==> src/rtl/wb_user_slave_sched.sv <==
// rtl/wb_user_slave_sched.sv - Wishbone user-area slave scheduler for three internal targets
// Optional WB_USER_SCHED_TIMEOUT_EN adds a watchdog that ends hung forwards with ERR_DATA.
module wb_user_slave_sched #(
  parameter logic [28:0] DBG_TAG        = 29'h601FFFF,
  parameter logic [7:0]  GPIO_PAGE      = 8'h01,
  parameter int          TIMEOUT_CYCLES = 255,
  parameter logic [31:0] ERR_DATA       = 32'hDEAD_BEEF
) (
  input  logic        wb_clk_i,
  input  logic        wb_rst_i,
  input  logic        wbs_cyc_i,
  input  logic        wbs_stb_i,
  input  logic        wbs_we_i,
  input  logic [31:0] wbs_adr_i,
  output logic        wbs_ack_o,
  output logic [31:0] wbs_dat_o,
  output logic [2:0]  s_cyc_o,
  input  logic [2:0]  s_ack_i,
  input  logic [95:0] s_dat_i,
  output logic        busy_o,
  output logic        tmo_err_o
);

  typedef enum logic [1:0] {IDLE, FWD, DONE} state_t;

  state_t      state_q;
  logic [1:0]  sel_q, sel_d;
  logic [2:0]  s_cyc_q;
  logic        ack_q, busy_q;
  logic [31:0] dat_q;
  logic        sel_ack;
  logic [31:0] sel_dat;

  // Debug window wins over the GPIO page so the last user words always reach the debug regs.
  always_comb begin
    sel_d = 2'd0;
    if (wbs_adr_i[31:3] == DBG_TAG)
      sel_d = 2'd2;
    else if (wbs_adr_i[23:16] == GPIO_PAGE)
      sel_d = 2'd1;
  end

  always_comb begin
    sel_ack = s_ack_i[0];
    sel_dat = s_dat_i[31:0];
    case (sel_q)
      2'd1: begin
        sel_ack = s_ack_i[1];
        sel_dat = s_dat_i[63:32];
      end
      2'd2: begin
        sel_ack = s_ack_i[2];
        sel_dat = s_dat_i[95:64];
      end
      default: ;
    endcase
  end

`ifdef WB_USER_SCHED_TIMEOUT_EN
  localparam logic [15:0] TMO_LAST = 16'(TIMEOUT_CYCLES - 1);
  logic [15:0] cnt_q;
  logic        tmo_q;
  assign tmo_err_o = tmo_q;
`else
  assign tmo_err_o = 1'b0;
  wire unused_tmo_cfg = ^{ERR_DATA, TIMEOUT_CYCLES};
`endif

  wire unused_in = ^{wbs_adr_i[2:0], wbs_we_i};

  always_ff @(posedge wb_clk_i) begin
    if (wb_rst_i) begin
      state_q <= IDLE;
      sel_q   <= 2'd0;
      s_cyc_q <= 3'b000;
      ack_q   <= 1'b0;
      busy_q  <= 1'b0;
      dat_q   <= 32'd0;
`ifdef WB_USER_SCHED_TIMEOUT_EN
      cnt_q   <= 16'd0;
      tmo_q   <= 1'b0;
`endif
    end else begin
      case (state_q)
        IDLE: begin
          ack_q <= 1'b0;
          if (wbs_cyc_i && wbs_stb_i) begin
            sel_q   <= sel_d;
            s_cyc_q <= 3'b001 << sel_d;
            busy_q  <= 1'b1;
`ifdef WB_USER_SCHED_TIMEOUT_EN
            cnt_q   <= 16'd0;
`endif
            state_q <= FWD;
          end
        end
        FWD: begin
          // Abort outranks a same-cycle slave ack; the ack is simply dropped.
          if (!wbs_cyc_i) begin
            s_cyc_q <= 3'b000;
            busy_q  <= 1'b0;
            state_q <= IDLE;
          end else if (sel_ack) begin
            ack_q   <= 1'b1;
            dat_q   <= sel_dat;
            s_cyc_q <= 3'b000;
            busy_q  <= 1'b0;
            state_q <= DONE;
          end
`ifdef WB_USER_SCHED_TIMEOUT_EN
          else if (cnt_q == TMO_LAST) begin
            ack_q   <= 1'b1;
            dat_q   <= ERR_DATA;
            s_cyc_q <= 3'b000;
            busy_q  <= 1'b0;
            tmo_q   <= 1'b1;
            state_q <= DONE;
          end else begin
            cnt_q   <= cnt_q + 16'd1;
          end
`endif
        end
        DONE: begin
          ack_q   <= 1'b0;
          state_q <= IDLE;
        end
        default: state_q <= IDLE;
      endcase
    end
  end

  assign wbs_ack_o = ack_q;
  assign wbs_dat_o = dat_q;
  assign s_cyc_o   = s_cyc_q;
  assign busy_o    = busy_q;

endmodule

==> config.mk <==
export PLATFORM = sky130hd
export DESIGN_NAME = wb_user_slave_sched
export DESIGN_NICKNAME = d
export VERILOG_FILES = /design/src/rtl/wb_user_slave_sched.sv
export SDC_FILE = /design/constraint.sdc
export NUM_CORES = 1
export LEC_CHECK = 0
export ABC_AREA = 1
export BUFFER_PORTS_ARGS = -buffer_cell sky130_fd_sc_hd__buf_2
export CAP_MARGIN = 30
export CORE_MARGIN = 1
export CORE_UTILIZATION = 42
export DETAILED_ROUTE_END_ITERATION = 10
export GPL_TIMING_DRIVEN = 0
export PLACE_DENSITY = 0.81
export SYNTH_ARGS = -nofsm -noshare
export SYNTH_HDL_FRONTEND = slang
export SYNTH_SLANG_ARGS = --single-unit
export TNS_END_PERCENT = 100
==> constraint.sdc <==
create_clock -name wb_clk_i -period 1.9 [get_ports wb_clk_i]
set_input_delay 0.38 -clock wb_clk_i [delete_from_list [all_inputs] [get_ports wb_clk_i]]
set_output_delay 0.38 -clock wb_clk_i [all_outputs]
set_load 0.005 [all_outputs]
# Yosys cells after proc, flatten, opt, wreduce, memory -nomap -nowiden
# Index checks and enable logic that the tools add are counted.
# word_totals
ff_bits	41
latch_bits	0
ram_bits	0
mem_bits_ro	0
in_bits	136
output_inout_bits	38
memories	0
# classes
n_addsub	0
multipliers	0
div	0
n_lt_le_gt_ge	0
n_eq_ne	10
shift	1
n_mux	19
bitwise	0
reduce_logical	10
# op_table
op	n
case mux 32 bit (2 select lines)	1
== test 29 x 27 -> 1 bit, second input constant	1
2-to-1 mux 3 bit	3
AND reduction 3 bit	3
== test 8 x 1 -> 1 bit, second input constant	1
2-to-1 mux 2 bit	4
2-to-1 mux 1 bit	6
!= test 2 bit, second input constant	3
case mux 1 bit (2 select lines)	3
case mux 3 bit (2 select lines)	1
== test 2 x 1 -> 1 bit, second input constant	2
== test 2 bit, second input constant	2
case mux 2 bit (2 select lines)	1
AND reduction 2 bit	2
nonzero test 2 bit	2
!= test 3 bit, second input constant	1
left shift 1 x 2 -> 3 bit, first input constant	1
logical NOT 2 bit	1
OR reduction 2 bit	1
logical AND 1 bit	1

# Depth between registers and ports, before layout
# Gate-level depths: netlist of run 1.
# logic_depth
ltp_word	6
mapped_depth	11
mapped_depth_nobuf	9

# Least setup slack after synthesis of run 1
# Ideal clock, no wire load.
# synth_path
path_type	flip-flop to flip-flop
start	register sel_q[0]
end	register dat_q[19], in the netlist wbs_dat_o[19]
arrival_time_ps	1445
t_required_ps	1784
setup_slack_ps	339
path_stages_with_launch	10
cell_sequence	dfxtp_1 > inv_1 > ha_1 > buf_4 > nand2_1 > a21boi_4 > nor2_8 > buf_6 > o21ai_0 > nor2_1
# synth_between
elab_chain_cells	3
elab_cells_between_ends	5
classes_between	eq/ne: 2; mux: 2; reduce/logical: 1
# synth_lines
element	line_no	rtl
start: declaration	27	logic [1:0] sel_q, sel_d;
start signal: assignment	88	sel_q <= sel_d;
== test 2 bit or == test 2 x 1 -> 1 bit (tied branches)	46	case (sel_q)
case mux 1 bit (2 select lines)	46	
AND reduction 3 bit (no source line)	--	
end signal: assignment	105	dat_q <= sel_dat;
end: declaration	30	logic [31:0] dat_q;
# Parallel ways exist; a longest one is shown, timed or not.
# A chain may end at the register's enable or synchronous reset.

# Worst setup path after layout of run 1
# layout_path
start	register sel_q[0]
end	register dat_q[22], in the netlist wbs_dat_o[22]
# Same word-level chain as after synthesis.

==> impl_metrics.env, run 1 <==
export IMPL_outcome="completed"
export IMPL_synth_edf_count=0
export IMPL_setup_viol=0
export IMPL_placed_cell_area_sq_um=3420
export IMPL_antennaDiodeCount=0
export IMPL_cts_root_buf="clkbuf_8"
export IMPL_design_area_sq_um=3500
export IMPL_nets=695
export IMPL_crit_arrival_ps=1890
export IMPL_core_sq_um=5610
export IMPL_async_reset_ff_share_pct=0
export IMPL_syn_inst=383
export IMPL_whs_ps=360
export IMPL_die_w_um=79.1
export IMPL_vias_per_cell=4.77
export IMPL_required_ps=2080
export IMPL_cts_setup_buffers=0
export IMPL_first_iter_violations=65
export IMPL_grt_pass1_wl_mm=12.1
export IMPL_intPower_uw=1360
export IMPL_cp_start_kind="flop"
export IMPL_place_inst=622
export IMPL_syn_area_sq_um=2500
export IMPL_dpl_hpwl_mm=5.66
export IMPL_io_pins=174
export IMPL_yosys_warnings=0
export IMPL_syn_nets=521
export IMPL_finalCritPeriodShare_pct=90.2
export IMPL_area_growth_pct=40.0
export IMPL_cts_path_max_buffers=2
export IMPL_dieArea_sq_um=6260
export IMPL_port_buffers=167
export IMPL_p_comb_share_pct=26.1
export IMPL_p_sw_uw=562
export IMPL_wl_per_cell_um=11.6
export IMPL_rows=27
export IMPL_start_util_pct=44.5
export IMPL_p_per_area_nw_per_um2=550
export IMPL_clock_sinks=41
export IMPL_relSlewSlack_pct=66.6
export IMPL_grt_usage_pct=24.3
export IMPL_ff2ff_path_depth=10
export IMPL_multi_input_area_sq_um=1410
export IMPL_fin_crit_ps=1710
export IMPL_hold_buffers=0
export IMPL_cts_resized=0
export IMPL_drtPass1Iterations=4
export IMPL_fmax_mhz=584
export IMPL_grt_overflow_total=0
export IMPL_rsz0062_at_grt="false"
export IMPL_fin_skew_ps=6.64
export IMPL_cp_end_kind="flop"
export IMPL_vias=2998
export IMPL_antenna_found_initial=0
export IMPL_r2r_slack_ps=190
export IMPL_ir_drop_mv=0.326
export IMPL_synth_seq_cells=41
export IMPL_tightest_slew_ps=501
export IMPL_totalWireLength_mm=7.29
export IMPL_synth_top_cell_area_share_pct=32.9
export IMPL_report_final_slew_viol_count=0
export IMPL_syn_avg_cell_area_sq_um=6.52
export IMPL_r2r_end="wbs_dat_o[22]"
export IMPL_synth_common_cells="nand2_1 (130), nor2_1 (73), dfxtp_1 (41)"
export IMPL_grt_max_degree=12
export IMPL_die_y_um=79.1
export IMPL_final_antenna_net_count=0
export IMPL_r2r_start="sel_q[0]"
export IMPL_layout_drive_gt1_share_pct=37.8
export IMPL_finalHoldViolCount=0
export IMPL_ys_types=25
export IMPL_seqCellArea_sq_um=821
export IMPL_sw_frac_of_total_pct=29.2
export IMPL_tns_ps=0
export IMPL_cap_violations=0
export IMPL_finalPower_uw=1920
export IMPL_clkTransAtPathRegs_ps=70
export IMPL_final_cells=628
export IMPL_htreeDepth=2
export IMPL_cp_max_fo=10
export IMPL_seq_area_frac_synth_pct=32.9
export IMPL_cts_tree="done"
export IMPL_crit_end="wbs_dat_o[22]"
export IMPL_critPathKind="reg -> reg"
export IMPL_seqPwrFrac_pct=46.5
export IMPL_fillCellCount=559
export IMPL_clkPwrFrac_pct=27.3
export IMPL_yosysMostFrequentCell="nand2_1"
export IMPL_synth_top_cell_by_area="dfxtp_1"
export IMPL_cts_buffers_inserted=5
export IMPL_p_leak_uw=0.00203
export IMPL_drcViolationCount=0
export IMPL_grt_pass1_vias=2941
export IMPL_place_gp_congestion=0.788
export IMPL_synthTopCellsByArea="dfxtp_1 (33%), nand2_1 (20%), a22o_1 (11%)"
export IMPL_synth_flop_cell="dfxtp_1"
export IMPL_clk_latency_ps=290
export IMPL_hp_class="in -> reg"
export IMPL_cp_startpoint="sel_q[0]"
[placed cells by master, fill, tap and decap left out, types with 3 or more instances in the layout]
cell      Yosys  layout
nand2_1     130     130
clkbuf_1      6       6
a22o_1       32      32
o21ai_1      23      23
buf_2        11     178
nand2_2       3       3
inv_1        18      18
clkbuf_8      0       5
a21oi_1       6       6
buf_6         6       6
dfxtp_1      41      41
nor2_1       73      73
o21ai_0      10      10
nor2_2        9       9
[metrics by stage]
stage | worst slack (ps) | util (%)
floorplan | 339 | -
global placement | 216 | 61.0
detailed placement | 190 | 61.0
CTS | 171 | 62.4
global route | 26.7 | 62.4
finish | 187 | 62.4
[metal layers]
metal	part of all wire, %	up-vias	global-route usage [%]
met2	50	119	46.9
li1	-	1567	-
met1	43	1304	25.4
met5	0	-	0
met4	1.0	0	8.00
met3	6.7	8	5.86
[critical path, cell delays in order, from the launching register on]
cell and delay, ps:
dfxtp_1 340, inv_1 60, ha_1 280, buf_4 160, inv_2 140, a21boi_4 90
nor2_8 170, inv_8 70, buf_6 140, nor2_1 110, nor2_1 50
[sequential cells by signal (all words and copies together) (netlist names)]
register and cells:
sel_q 2, wbs_dat_o 32, busy_o 1, s_cyc_o 3, wbs_ack_o 1, state_q 2
[layout make-up]
type	instances	share of cell area, %
Inverter	20	2.36
Clock buffer	5	1.97
Timing Repair Buffer	167	23.9
Buffer	26	5.15
Tap cell	72	2.58
Sequential cell	41	23.5
Multi-Input combinational cell	296	40.4
Clock inverter	1	0.143
[worst min path at each step]
stage | from | endpoint | slack (ps) | depth (start not counted)
floorplan | s_cyc_o[1] | s_cyc_o[1] | 460 | 2
global placement | busy_o | busy_o | 450 | 2
global route | wb_rst_i | wbs_ack_o | 360 | 2
CTS | wb_rst_i | wbs_ack_o | 350 | 2
detailed placement | busy_o | busy_o | 450 | 2
finish | wb_rst_i | wbs_ack_o | 360 | 2
[cells by family after synthesis]
family,share of synthesized area [%]
flip-flops,32.9
other,0.150
AND/OR/NAND/NOR,35.0
AO/OA/AOI/OAI,20.4
adder cells (fa/ha/maj),1.00
buffers and inverters,10.5
[power by group through the flow]
stage / logic (uW) / registers, uW / clock network (uW)
after floorplan: 284 / 916 / 0
after global placement: 496 / 914 / 0
after detailed placement: 505 / 915 / 0
after CTS: 507 / 895 / 544
after global routing: 571 / 898 / 580
final: 503 / 896 / 526
No activity file was read; power rests on OpenSTA's default activity.
==> run 2: changes to the inputs <==
- ABC_AREA: 1 -> not set
- CORE_UTILIZATION: 42 -> 39
- PLACE_DENSITY: 0.81 -> 0.8
==> impl_metrics.env, run 2 <==
export IMPL_holdPathStages=3
export IMPL_yosys_warnings=0
export IMPL_synth_top_cell_area_share_pct=37.9
export IMPL_rows=26
export IMPL_setup_viol=0
export IMPL_clk_latency_ps=290
export IMPL_place_gp_congestion=0.779
export IMPL_first_iter_violations=87
export IMPL_vias=2802
export IMPL_fin_skew_ps=7.82
export IMPL_met2_usage_pct=45.8
export IMPL_synth_common_cells="nand2_1 (102), dfxtp_1 (41), a21oi_1 (35)"
export IMPL_crit_path_max_incr_delay_ps=380
export IMPL_grt_pass1_vias=2711
export IMPL_drtPass1Iterations=4
export IMPL_cts_buffers_inserted=5
export IMPL_hold_path_end="s_cyc_o[0]"
export IMPL_relSlewSlack_pct=66.7
export IMPL_final_antenna_net_count=0
export IMPL_fin_util_pct=63.3
export IMPL_dpl_hpwl_mm=5.47
export IMPL_cap_violations=0
export IMPL_final_cell_mix="buf_2 (169), nand2_1 (102), dfxtp_1 (41)"
export IMPL_cp_slowest_cell="dfxtp_1"
export IMPL_rsz0062_at_grt="true"
export IMPL_finalHoldViolCount=0
export IMPL_p_per_area_nw_per_um2=590
export IMPL_grtUsageMet1_pct=28.1
export IMPL_fin_crit_ps=1790
export IMPL_r2r_start="sel_q[0]"
export IMPL_cp_end_kind="flop"
export IMPL_wl_per_cell_um=13.0
export IMPL_cp_start_kind="flop"
export IMPL_syn_nets=444
export IMPL_syn_avg_cell_area_sq_um=7.07
export IMPL_syn_inst=306
export IMPL_vias_per_cell=5.09
export IMPL_core_sq_um=5240
export IMPL_synth_top_cell_by_area="dfxtp_1"
export IMPL_htreeDepth=2
export IMPL_path_cells="inv_1, ha_2, nor2b_2, or3_4, buf_4, nand2_1, a21oi_1"
export IMPL_start_util_pct=41.3
export IMPL_final_common_cell="buf_2"
export IMPL_finalCritPeriodShare_pct=94.3
export IMPL_largest_register_ffs=32
export IMPL_cts_path_max_buffers=2
export IMPL_clock_sinks=41
export IMPL_synth_seq_cells=41
export IMPL_io_pins=174
export IMPL_seq_area_frac_synth_pct=37.9
export IMPL_ir_drop_mv=0.362
export IMPL_port_buffers=168
export IMPL_outcome="completed"
export IMPL_critPathKind="reg -> reg"
export IMPL_grt_usage_pct=25.0
export IMPL_hold_buffers=0
export IMPL_antenna_found_initial=0
export IMPL_ys_types=33
export IMPL_clkTransAtPathRegs_ps=80
export IMPL_whs_ps=422
export IMPL_synthTopCellsByArea="dfxtp_1 (38%), nand2_1 (18%), a22oi_1 (11%)"
export IMPL_area_growth_pct=53.3
export IMPL_fillCellCount=512
export IMPL_grt_most_used_layer="met2"
export IMPL_cts_root_buf="clkbuf_8"
export IMPL_grt_max_degree=14
export IMPL_p_leak_uw=0.00158
export IMPL_required_ps=2070
export IMPL_hp_class="in -> reg"
export IMPL_grt_overflow_total=0
export IMPL_async_reset_ff_share_pct=0
export IMPL_drcViolationCount=0
export IMPL_dieArea_sq_um=5850
export IMPL_yosysMostFrequentCell="nand2_1"
export IMPL_antennaDiodeCount=0
export IMPL_hp_start="wb_rst_i"
export IMPL_use_met3_pct=5.51
export IMPL_ff2ff_path_depth=7
export IMPL_finalPower_uw=1960
export IMPL_cts_tree="done"
export IMPL_die_w_um=76.5
export IMPL_synth_flop_cell="dfxtp_1"
export IMPL_r2r_slack_ps=110
export IMPL_die_y_um=76.5
export IMPL_tightest_slew_ps=495
export IMPL_layout_drive_gt1_share_pct=42.8
export IMPL_nets=618
export IMPL_cp_max_fo=10
export IMPL_grt_pass1_wl_mm=11.9
export IMPL_report_final_slew_viol_count=0
export IMPL_r2r_end="wbs_dat_o[3]"
export IMPL_syn_area_sq_um=2160
export IMPL_fmax_mhz=558
export IMPL_crit_arrival_ps=1960
export IMPL_tns_ps=0
export IMPL_totalWireLength_mm=7.16
export IMPL_synth_edf_count=0
-- run 2: cell count changes after synthesis, sizes merged, moves of 4 or more --
cell,previous run,this run
clkbuf,6,21
nor2,83,4
nand4,0,4
a22o,32,2
nor3,0,4
inv,20,2
a21oi,7,35
nand2,133,102
a22oi,0,32
buf,20,6
-- run 2: how the worst max path moves through the flow --
stage	startpoint	end	slack (ps)
global placement	sel_q[0]	wbs_dat_o[28]	-310
detailed placement	sel_q[0]	wbs_dat_o[24]	-360
floorplan	sel_q[0]	wbs_dat_o[0]	20
CTS	sel_q[0]	wbs_dat_o[5]	50
finish	sel_q[0]	wbs_dat_o[3]	110
global route	sel_q[0]	wbs_dat_o[1]	-10
-- run 2: area by class of cell --
type	count	area (sq um)	share of cell area (%)
sequential	41	821	24.8
timing repair buffer	170	856	25.8
buffer	24	125	3.77
inverter	2	7.51	0.226
clock inverter	3	65.1	1.96
tap	70	87.6	2.64
clock buffer	5	68.8	2.08
multi-input combinational	236	1280	38.8
-- run 2: logic make-up after synthesis --
logic type / share of synthesized area [%]
simple gates: 25.7
compound gates: 29.7
flops: 37.9
buf+inv: 5.38
fa+ha+maj: 1.16
other cells: 0.173
-- run 2: layer usage --
metal | vias to the layer above | routed length [um] | share of wire, %
met4 | 0 | 148 | 2.1
met5 | - | 0 | 0
met2 | 114 | 3610 | 50
met1 | 1259 | 2970 | 41
met3 | 15 | 438 | 6.1
li1 | 1414 | - | -
-- run 2: critical path: cells and delay by family (launching register included) --
family,cells,cell delay (ps)
simple gates,3,660
flops,1,380
fa+ha+maj,1,310
buf+inv,2,250
compound gates,1,70
-- run 2: power by group --
part,switching (uW),internal (uW)
combinational,109,141
sequential,7.85,873
clock,304,522
total,422,1540
-- run 2: timing repair --
action / in CTS / in global routing
cloned: 0 / 0
endpoints found under the setup margin: 38 / 34
setup buffers: 0 / 2
pin swaps: 2 / 2
resized for setup: 17 / 18
-- run 2: per-stage QoR --
step | instance area [sq um] | instances | worst slack (ps)
floorplan | 2160 | 306 | 21.7
global placement | 3090 | 544 | -306
detailed placement | 3090 | 544 | -358
CTS | 3280 | 549 | 51.0
global route | 3320 | 551 | -12.3
finish | 3320 | 551 | 109
==> run 3: changes to the inputs <==
- ABC_CLOCK_PERIOD_IN_PS: not set -> 2200
- CORE_UTILIZATION: 39 -> 42
- PLACE_DENSITY: 0.8 -> 0.85
- clock period: 1.9 -> 2.2 ns (I/O delays scaled with it)
==> impl_metrics.env, run 3 (synthesized netlist as in run 2, its figures left out) <==
export IMPL_drtPass1Iterations=6
export IMPL_place_gp_congestion=0.835
export IMPL_finalCritPeriodShare_pct=91.9
export IMPL_hold_buffers=0
export IMPL_grt_pass1_wl_mm=10.8
export IMPL_tns_ps=0
export IMPL_core_sq_um=4850
export IMPL_report_final_slew_viol_count=0
export IMPL_use_met3_pct=6.45
export IMPL_rsz0062_at_grt="false"
export IMPL_cts_buffers_inserted=5
export IMPL_cp_slowest_cell="a221oi_4"
export IMPL_critPathKind="reg -> reg"
export IMPL_ir_drop_mv=0.366
export IMPL_fin_crit_ps=2020
export IMPL_outcome="completed"
export IMPL_grt_max_degree=13
export IMPL_final_cell_mix="buf_2 (168), nand2_1 (102), dfxtp_1 (41)"
export IMPL_nets=618
export IMPL_final_cells=548
export IMPL_whs_ps=454
export IMPL_crit_arrival_ps=2240
export IMPL_p_leak_uw=0.00153
export IMPL_wl_per_cell_um=12.7
export IMPL_multi_input_area_sq_um=1250
export IMPL_start_util_pct=44.6
export IMPL_setup_viol=0
export IMPL_clock_sinks=41
export IMPL_finalHoldViolCount=0
export IMPL_dpl_hpwl_mm=5.35
export IMPL_first_iter_violations=84
export IMPL_area_growth_pct=49.3
export IMPL_antennaDiodeCount=0
export IMPL_fin_skew_ps=5.04
export IMPL_cts_setup_buffers=0
export IMPL_grt_overflow_total=0
export IMPL_crit_path_max_incr_delay_ps=380
export IMPL_htreeDepth=2
export IMPL_path_cells="inv_1, ha_1, clkbuf_1, a221oi_4, or3_1, clkbuf_4, nand2_1, a21oi_1"
export IMPL_required_ps=2420
export IMPL_vias_per_cell=5.14
export IMPL_die_y_um=73.8
export IMPL_fin_util_pct=66.6
export IMPL_cp_top_family="compound AO/OA/AOI/OAI gates"
export IMPL_relSlewSlack_pct=65.9
export IMPL_cts_root_buf="clkbuf_8"
export IMPL_tightest_slew_ps=511
export IMPL_final_antenna_net_count=0
export IMPL_largest_register_ffs=32
export IMPL_path_buf_inv=3
export IMPL_totalWireLength_mm=6.98
export IMPL_cts_path_max_buffers=2
export IMPL_cp_end_kind="flop"
export IMPL_grt_usage_pct=25.7
export IMPL_cp_max_fo=10
export IMPL_port_buffers=168
export IMPL_vias=2818
export IMPL_clkTransAtPathRegs_ps=80
export IMPL_dieArea_sq_um=5440
export IMPL_grt_most_used_layer="met2"
export IMPL_grt_pass1_vias=2524
export IMPL_rows=25
export IMPL_cts_tree="done"
export IMPL_die_w_um=73.8
export IMPL_cp_start_kind="flop"
export IMPL_met2_usage_pct=46.7
export IMPL_drcViolationCount=0
export IMPL_cap_violations=0
export IMPL_io_pins=174
export IMPL_fmax_mhz=495
export IMPL_layout_drive_gt1_share_pct=39.9
export IMPL_p_per_area_nw_per_um2=470
export IMPL_final_common_cell="buf_2"
export IMPL_hp_class="reg -> reg"
export IMPL_place_inst=541
export IMPL_antenna_found_initial=0
export IMPL_grtUsageMet1_pct=29.6
export IMPL_seqCellArea_sq_um=821
export IMPL_clk_latency_ps=290
export IMPL_fillCellCount=444
[run 3: where the power goes]
group	leakage [uW]	switching [uW]	total, uW	internal (uW)
Sequential	0.000331	6.52	760	754
Combinational	0.00114	94.5	214	119
Clock	0.0000542	262	545	284
[run 3: cell type report]
class                           count  area share (%)
Buffer                             26            3.72
Clock buffer                        7            2.98
Clock inverter                      1           0.155
Inverter                            2           0.232
Multi-Input combinational cell    236            38.9
Sequential cell                    41            25.4
Tap cell                           67            2.60
Timing Repair Buffer              168            26.0
[run 3: path summary, 6_finish.rpt]
kind / start / end / slack, ps / cells past startpoint
worst max register to register: sel_q[0] / wbs_dat_o[26] / 180 / 8
worst min register to register: wbs_dat_o[21] / wbs_dat_o[21] / 450 / 2
worst max-delay path: sel_q[0] / wbs_dat_o[26] / 180 / 8
worst min-delay path: wbs_dat_o[21] / wbs_dat_o[21] / 450 / 2
[run 3: tightest hold or removal path, delay by kind of cell (launching register included)]
family           cells  cell delay, ps
flip-flops           1             310
AO/OA/AOI/OAI        1              50
AND/OR/NAND/NOR      1              50
[run 3: what timing repair did]
item | in CTS | in global routing
cloned | 0 | 0
gates resized for setup | 1 | 18
endpoints found under the setup margin | 32 | 37
[run 3: routing by layer]
layer	routed length, um	vias to the layer above
li1	-	1418
met1	2910	1263
met2	3500	131
met3	514	6
met4	52	0
met5	0	-
[run 3: through the flow]
step | worst slack (ps) | instance area, sq um | total power, uW
final | 179 | 3230 | 1520
after global routing | 10.1 | 3230 | 1590
after CTS | 31.4 | 3200 | 1520
after detailed placement | -47.1 | 3090 | 986
after global placement | -10.1 | 3090 | 980
after floorplan | 213 | 2160 | 843
